**src/rtl/crc8_stream.sv**
```systemverilog
// crc8_stream: byte-serial CRC-8 engine, one byte folded per clock.
//
// Ports:
//   clk      rising-edge clock for all state
//   rst      synchronous active-high reset, loads INIT
//   start    one-cycle pulse restarting the CRC from INIT
//   valid    byte_in is folded into the CRC on this edge
//   byte_in  data byte
//   crc_out  (REFOUT ? rev8(crc_q) : crc_q) ^ XOROUT, combinational from crc_q
module crc8_stream #(
  parameter logic [7:0] POLY   = 8'h07,
  parameter logic [7:0] INIT   = 8'h00,
  parameter bit         REFIN  = 1'b0,
  parameter bit         REFOUT = 1'b0,
  parameter logic [7:0] XOROUT = 8'h00
) (
  input  logic       clk,
  input  logic       rst,
  input  logic       start,
  input  logic       valid,
  input  logic [7:0] byte_in,
  output logic [7:0] crc_out
);

  logic [7:0] crc_q;
  logic [7:0] crc_d;
  logic [7:0] fold_base;
  logic [7:0] fold_res;

  function automatic logic [7:0] rev8(input logic [7:0] v);
    logic [7:0] r;
    for (int i = 0; i < 8; i++) r[i] = v[7-i];
    return r;
  endfunction

  // Eight shift/reduce steps unrolled so a whole byte folds in one cycle;
  // the shift drops bit 8, which is the implicit x^8 term.
  function automatic logic [7:0] fold(input logic [7:0] c, input logic [7:0] b);
    logic [7:0] x;
    x = c ^ (REFIN ? rev8(b) : b);
    for (int i = 0; i < 8; i++) begin
      x = x[7] ? ((x << 1) ^ POLY) : (x << 1);
    end
    return x;
  endfunction

  // A start with valid begins the new message with this byte, so fold from INIT.
  assign fold_base = start ? INIT : crc_q;
  assign fold_res  = fold(fold_base, byte_in);

  always_comb begin
    crc_d = crc_q;
    if (valid) begin
      crc_d = fold_res;
    end else if (start) begin
      crc_d = INIT;
    end
  end

  always_ff @(posedge clk) begin
    if (rst) begin
      crc_q <= INIT;
    end else begin
      crc_q <= crc_d;
    end
  end

  assign crc_out = (REFOUT ? rev8(crc_q) : crc_q) ^ XOROUT;

endmodule

```
**config.mk**
```make
export PLATFORM = sky130hd
export DESIGN_NAME = crc8_stream
export DESIGN_NICKNAME = d
export VERILOG_FILES = /design/src/rtl/crc8_stream.sv
export SDC_FILE = /design/constraint.sdc
export NUM_CORES = 1
export LEC_CHECK = 0
export BUFFER_PORTS_ARGS = -buffer_cell sky130_fd_sc_hd__clkbuf_2
export CAP_MARGIN = 30
export CORE_AREA = 2 2 39 41
export DETAILED_ROUTE_END_ITERATION = 6
export DIE_AREA = 0 0 41 43
export PLACE_DENSITY = 0.77
export SETUP_SLACK_MARGIN = 0.1
export SYNTH_ARGS = -nofsm -noshare
export SYNTH_HDL_FRONTEND = slang
export SYNTH_SLANG_ARGS = --single-unit
```
**constraint.sdc**
```tcl
create_clock -name clk -period 4 [get_ports clk]
set_clock_uncertainty 0.15 [all_clocks]
set_input_delay 0.2 -clock clk [delete_from_list [all_inputs] [get_ports clk]]
set_output_delay 0.2 -clock clk [all_outputs]
set_load 0.03 [all_outputs]
```
==> results of run 1 <==
==> cells by family after synthesis <==
group	synth area share (%)
DFF	24.9
buffers and inverters	4.28
muxes	1.56
AOI/OAI and AO/OA	14.4
xor gates and xnor gates	44.0
and+or+nand+nor	10.9
==> cells in the mapped netlist <==
cell type	number
buf_1	1
nand2_1	1
mux2i_1	1
and2_1	1
o21a_1	1
a22oi_1	1
o21ba_2	1
o211ai_1	2
a21oi_1	4
nor2_1	8
xnor3_1	6
nor2b_1	3
inv_1	4
a211o_1	2
a211oi_1	2
xor2_1	4
xnor2_1	11
clkbuf_1	1
nor2_4	1
buf_2	1
dfxtp_1	8
xnor2_2	1
==> worst max-delay path by stage <==
| stage | from | endpoint | slack, ns | depth (start not counted) |
|---|---|---|---|---|
| after CTS | crc_out[7] | crc_out[2] | 2.10 | 5 |
| after global placement | start | crc_out[2] | 2.17 | 6 |
| after global routing | crc_out[7] | crc_out[2] | 2.04 | 5 |
| after detailed placement | start | crc_out[2] | 2.06 | 6 |
| final | crc_out[7] | crc_out[2] | 2.12 | 5 |
| after floorplan | crc_out[7] | crc_out[2] | 2.03 | 5 |
==> through the flow <==
stage	hold slack, ns	utilization (%)
after floorplan	0.242	-
after global placement	0.348	53.9
after detailed placement	0.353	53.9
after CTS	0.0813	55.5
after global routing	0.0939	55.5
final	0.0896	55.5
==> where the power goes <==
part / switching (mW) / internal, mW
registers: 0.00990 / 0.0915
clock network: 0.0273 / 0.0343
logic: 0.0789 / 0.0843
total: 0.116 / 0.210
==> final cells by class <==
class | instances | share of cell area (%)
multi-input cells | 50 | 59.3
flip-flops and latches | 8 | 20.8
repair buffers | 19 | 12.4
clock buffers | 3 | 2.93
well taps | 16 | 2.61
inverters | 4 | 1.95
==> metal layers <==
metal / part of all wire [%] / track usage (%) / vias up
met2: 52 / 25.6 / 11
met4: 0 / 4.00 / 0
met1: 43 / 19.2 / 220
met5: 0 / 0 / -
met3: 4.4 / 3.14 / 0
li1: - / - / 254
==> worst register-to-register path, cell delays in order, from the launching register on <==
cell and delay (ns):
dfxtp_1 0.35, xnor2_1 0.25, nor2_4 0.06, xnor3_1 0.39, xnor3_1 0.39, o21a_1 0.17
==> flow_summary.toml, run 1 <==
[global_route]
grt_pass1_vias = 450
antenna_found_initial = 0
overflow = 0
grtUsageTotal_pct = 15.4
grt_pass1_wl_mm = 1.87
grt_max_degree = 14

[route]
drc = 0
vias = 485
vias_per_cell = 4.85
firstDrtPassIters = 3
dr.first_iter.drc_count = 1
ant_nets = 0
wl_mm = 1.16
wl_per_cell_um = 11.6

[die]
rows = 14
die_width_um = 41
initial_core_util_pct = 46.5
core_area_mm2 = 0.00138
die_h_um = 43
ios = 20
dieArea_mm2 = 0.00176

[cells_and_area]
seqCellArea_um2 = 160
largest_reg_flops = 8
antennaDiodeCount = 0
area_growth_pct = 19.5
multi_input_comb_area_um2 = 455
layout_common_cells = "clkbuf_2 (19), xnor2_1 (11), nor2_1 (8), dfxtp_1 (8), xnor3_1 (6)"
fill_cells = 138
design_area_um2 = 768
final_cells = 100
layout-drive-gt1-share_pct = 29.8
layout_commonest_cell = "clkbuf_2"
finalNetCount = 98

[cts]
cts_buffer_depth = 2
cts.sinks = 8
cts-root-buf = "clkbuf_4"
cts_buffers = 3
cts_resized = 0
cts_tree = "yes"
post_cts_buffers = 0
htree_levels = 1
hold_buffers = 0
clk_pin_slew_ns = 0.06
insertion_delay_ns = 0.25

[critical_path]
path_buf_inv = 0
worstPathArrival_ns = 1.87
max_stage_delay_ns = 0.39
required_ns = 3.99
endpoint_kind = "register"
cp_common_cell = "xnor3_1"
slowest_stage = "xnor3_1"
reg2reg_from = "crc_out[7]"
r2r_end = "crc_out[2]"
critPathTopFamily = "XOR/XNOR gates"
crit_path_start_kind = "register"
reg2reg_depth = 5
worstPathCellList = "xnor2_1 -> nor2_4 -> xnor3_1 -> xnor3_1 -> o21a_1"
crit_type = "register to register"
r2r_slack_ns = 2.12
cp_max_fo = 4

[logic_synthesis]
yosysSeqAreaShare_pct = 24.9
syn_area_um2 = 643
netlist_instances = 65
ys.warnings.count = 0
synth_top_area_share_pct = 24.9
syn_avg_cell_area_um2 = 9.89
synth_area_leaders = "dfxtp_1 (25%), xnor3_1 (21%), xnor2_1 (15%)"
synth_seq_cells = 8
synth_top_area_cell = "dfxtp_1"
synth.distinct_cells = 22
syn-num-nets = 77

[placement]
place_inst = 97
portBuffers = 19
placedInstanceArea_um2 = 746
place_congestion = 0.705
dp_slack_ns = 2.06
dp_hpwl_um = 967

[power]
p_leak_nw = 0.354
power.total_mw = 0.326
p_per_area_mw_per_mm2 = 425
ir_drop_v = 0.000156

[job]
max_cap_viol_count = 0

[min_path]
whs_path_depth = 2
worstHoldStart = "rst"
worstHoldEndpoint = "crc_out[6]"
min_path_type = "primary input to register"

[outcome]
status = "complete, no violations"

[sta]
maxSlewViolCount = 0
worst_slew_pin_slew_ns = 0.307
setup_tns_ns = 0
rsz0062_at_grt = "false"
slew_headroom_pct = 79.4
min_period_ns = 1.88
hold_violations = 0
max_freq_ghz = 0.532
layout_setup_ws_ns = 2.12
fin_crit_sh_pct = 47.0
finalSetupViolCount = 0
Note: power is estimated with default switching activity, not from simulation.
==> run 2: changes to the inputs <==
- CORE_AREA: 2 2 39 41 -> default
- CORE_MARGIN: default -> 2
- CORE_UTILIZATION: default -> 48
- DIE_AREA: 0 0 41 43 -> default
- clock period: 4 -> 1.8 ns (I/O delays scaled with it)
==> run 2 against run 1 <==
Against the previous run:
- global-route usage increased by 4.2 points
- power increased by 130%
- sequential power increased by 130%
- fmax increased by 14%
- design area increased by 7.7%
- wire length increased by 7.2%
- worst setup slack got worse by 2.0 ns
- cell count increased by 3.0%
- critical path type unchanged
==> flow_summary.toml, run 2 (synthesis gave the netlist of run 1 again) <==
[min_path]
min_path_type = "primary input to register"
worstHoldStart = "valid"
whs_path_depth = 2
worstHoldEndpoint = "crc_out[1]"

[critical_path]
cp_max_fo = 4
reg2reg_from = "crc_out[7]"
r2r_slack_ns = 0.16
crit_type = "register to register"
endpoint_kind = "register"
crit_path_start_kind = "register"
required_ns = 1.83
reg2reg_depth = 5
r2r_end = "crc_out[1]"
worstPathArrival_ns = 1.67

[sta]
max_freq_ghz = 0.609
maxSlewViolCount = 0
finalSetupViolCount = 0
rsz0062_at_grt = "false"
min_period_ns = 1.64
setup_tns_ns = 0
worst_slew_pin_slew_ns = 0.320
slew_headroom_pct = 78.5
hold_violations = 0
fin_crit_sh_pct = 91.3

[placement]
portBuffers = 19
dp_hpwl_mm = 1.01
placedInstanceArea_um2 = 787
place_congestion = 0.693

[global_route]
grt_pass1_vias = 472
antenna_found_initial = 0
grtUsageTotal_pct = 19.6
grt_max_degree = 13
grt_pass1_wl_mm = 2.04
overflow = 0

[cts]
htree_levels = 1
cts_buffer_depth = 2
cts.sinks = 8
insertion_delay_ns = 0.26
cts_tree = "yes"
clk_pin_slew_ns = 0.06
cts_buffers = 3
cts-root-buf = "clkbuf_4"

[cells_and_area]
design_area_um2 = 827
finalNetCount = 101
largest_reg_flops = 8
area_growth_pct = 28.6
layout_common_cells = "clkbuf_2 (19), xnor2_1 (10), nor2_1 (7)"
layout_commonest_cell = "clkbuf_2"
antennaDiodeCount = 0
fill_cells = 117
layout-drive-gt1-share_pct = 39.8

[power]
p_per_area_mw_per_mm2 = 923
p_leak_nw = 0.375
ir_drop_v = 0.000466
power.total_mw = 0.764

[route]
wl_mm = 1.24
vias_per_cell = 4.88
dr.first_iter.drc_count = 2
vias = 503
drc = 0
ant_nets = 0
wl_per_cell_um = 12.1
firstDrtPassIters = 4

[die]
initial_core_util_pct = 50.7
die_h_um = 40.6
dieArea_mm2 = 0.00165
die_width_um = 40.6
rows = 13
ios = 20
core_area_mm2 = 0.00127

[outcome]
status = "complete, no violations"

[job]
max_cap_viol_count = 0
[run 2: cell types whose count changed in the layout (fill, tap and decap cells not counted), sizes merged]
cell	delta
buf	+2
dlygate4sd3	+1
clkbuf	+1
[run 2: repair_timing]
action | in CTS | in global routing
setup endpoints to repair | 0 | 3
hold endpoints to repair | 6 | 0
resized for setup | 0 | 2
hold buffers | 1 | 0
buffers inserted | 0 | 0
[run 2: worst max-delay path by stage]
stage,from,endpoint,cells past startpoint
2_1_floorplan,crc_out[0],crc_out[1],5
3_3_place_gp,crc_out[0],crc_out[1],5
3_5_place_dp,crc_out[0],crc_out[1],5
4_1_cts,crc_out[0],crc_out[1],5
5_1_grt,crc_out[7],crc_out[2],5
6_report,crc_out[7],crc_out[1],5
[run 2: final cells by class]
class | count | area, µm² | share of cell area [%]
sequential | 8 | 173 | 20.9
clock buffer | 4 | 26.3 | 3.18
timing repair buffer | 22 | 120 | 14.5
multi-input combinational | 50 | 474 | 57.3
tap | 15 | 18.8 | 2.27
inverter | 4 | 15.0 | 1.82
[run 2: where the power goes]
part           internal, mW  switching [mW]
Clock                0.0856          0.0726
Combinational         0.197           0.179
Sequential            0.206          0.0234
Total                 0.489           0.275
[run 2: metal layers]
metal / share of wire (%) / track usage [%]
met1: 46 / 24.2
met2: 47 / 32.1
met3: 5.6 / 5.00
met4: 1.4 / 7.50
met5: 0 / 0
[run 2: critical path, stage by stage, from the launching register on]
cell	delay [ns]
dfxtp_4	0.36
xnor2_2	0.20
nor2_4	0.06
xnor3_2	0.40
xor2_1	0.18
a211oi_1	0.21
[run 2: through the flow]
stage | worst slack, ns | cells | util (%) | hold slack [ns]
5_1_grt | 0.108 | 103 | 65.2 | 0.0566
6_report | 0.157 | 103 | 65.2 | 0.0431
4_1_cts | 0.123 | 103 | 64.9 | 0.0489
3_3_place_gp | 0.175 | 98 | 62.0 | 0.233
2_1_floorplan | 0.135 | 65 | - | 0.132
3_5_place_dp | 0.136 | 98 | 62.0 | 0.227
==> run 3: changes to the inputs <==
- CTS_BUF_LIST: default -> sky130_fd_sc_hd__clkbuf_8 sky130_fd_sc_hd__clkbuf_16
- SLEW_MARGIN: default -> 40
==> run 3 against run 2 <==
Against the previous run:
- sequential share of layout area down 0.46 points
- utilization up 1.5 points
- worst setup slack about the same
- design area up 2.3%
- flip-flop and latch count unchanged
- largest cell class unchanged
- largest power group unchanged
==> flow_summary.toml, run 3 (synthesis gave the netlist of run 1 again) <==
[critical_path]
endpoint_kind = "register"
r2r_end = "crc_out[1]"
required_ns = 1.79
worstPathArrival_ns = 1.63
cp_max_fo = 4
reg2reg_from = "crc_out[7]"
r2r_slack_ns = 0.16
crit_type = "register to register"
reg2reg_depth = 5
crit_path_start_kind = "register"

[cells_and_area]
largest_reg_flops = 8
area_growth_pct = 31.5
antennaDiodeCount = 0
finalNetCount = 101
layout-drive-gt1-share_pct = 39.8
layout_common_cells = "clkbuf_2 (19), xnor2_1 (10), nor2_1 (7)"
layout_commonest_cell = "clkbuf_2"

[sta]
slew_headroom_pct = 78.4
maxSlewViolCount = 0
worst_slew_pin_slew_ns = 0.321
hold_violations = 0
fin_crit_sh_pct = 91.3
max_freq_ghz = 0.609
finalSetupViolCount = 0
setup_tns_ns = 0
min_period_ns = 1.64
rsz0062_at_grt = "false"

[die]
ios = 20
die_h_um = 40.6
core_area_mm2 = 0.00127
rows = 13
dieArea_mm2 = 0.00165
die_width_um = 40.6
initial_core_util_pct = 50.7

[route]
ant_nets = 0
firstDrtPassIters = 4
wl_mm = 1.28
dr.first_iter.drc_count = 4
vias = 508
drc = 0
vias_per_cell = 4.93
wl_per_cell_um = 12.4

[cts]
clk_pin_slew_ns = 0.04
cts-root-buf = "clkbuf_8"
htree_levels = 1
insertion_delay_ns = 0.23
cts_tree = "yes"
cts_buffers = 3
cts.sinks = 8
cts_buffer_depth = 2

[global_route]
grtUsageTotal_pct = 19.9
grt_pass1_wl_mm = 2.07
overflow = 0
grt_pass1_vias = 479
grt_max_degree = 13
antenna_found_initial = 0

[placement]
dp_hpwl_mm = 1.01
portBuffers = 19
place_congestion = 0.693

[power]
p_leak_nw = 0.387
power.total_mw = 0.829
p_per_area_mw_per_mm2 = 981
ir_drop_v = 0.000516

[min_path]
worstHoldStart = "valid"
worstHoldEndpoint = "crc_out[1]"
min_path_type = "primary input to register"
whs_path_depth = 2

[job]
max_cap_viol_count = 0

[outcome]
status = "complete, no violations"
==> run 3: changes by cell type in the layout (fill, tap and decap cells not counted), sizes merged <==
cell / previous run / this run
clkbuf: 23 / 22
inv: 4 / 5
==> run 3: timing repair <==
action,in CTS,in global routing
hold buffers,1,0
endpoints found under the setup margin,0,3
setup buffers,0,0
resized for setup,0,2
endpoints found under the hold margin,4,0
==> run 3: worst max-delay path: stages (launching register included) <==
cell and delay (ns):
dfxtp_4 0.35, xnor2_2 0.20, nor2_4 0.06, xnor3_2 0.40, xor2_1 0.18, a211oi_1 0.21
==> run 3: how the worst max path moves through the flow <==
stage,cells past startpoint,startpoint,endpoint
after CTS,5,crc_out[0],crc_out[1]
after global placement,5,crc_out[0],crc_out[1]
after floorplan,5,crc_out[0],crc_out[1]
after detailed placement,5,crc_out[0],crc_out[1]
after global routing,5,crc_out[7],crc_out[1]
final,5,crc_out[7],crc_out[1]
==> run 3: per-stage QoR <==
stage | cell area [µm²] | instances | hold WS (ns) | setup slack [ns] | util (%)
finish | 846 | 103 | 0.0945 | 0.157 | 66.7
global route | 846 | 103 | 0.112 | 0.103 | 66.7
global placement | 787 | 98 | 0.233 | 0.175 | 62.0
floorplan | 671 | 65 | 0.132 | 0.135 | -
detailed placement | 787 | 98 | 0.227 | 0.136 | 62.0
CTS | 842 | 103 | 0.0886 | 0.137 | 66.4
==> run 3: area by class of cell <==
class	count	area [µm²]
Timing Repair Buffer	22	120
Inverter	4	15.0
Sequential cell	8	173
Clock buffer	3	41.3
Multi-Input combinational cell	50	474
Fill cell	118	423
Clock inverter	1	3.75
Tap cell	15	18.8
==> run 3: power breakdown <==
part           leakage [nW]  internal (mW)  switching, mW
sequential           0.0684          0.207         0.0239
clock                0.0269          0.148         0.0715
combinational         0.291          0.197          0.182
total                 0.387          0.552          0.277
==> run 3: routing by layer <==
metal,routed length [µm],part of all wire (%),vias to the layer above,global-route usage [%]
met5,0,0,-,0
met4,14,1.1,0,12.5
met3,45,3.5,2,3.33
met2,644,50,13,32.1
met1,573,45,228,24.2
li1,-,-,265,-
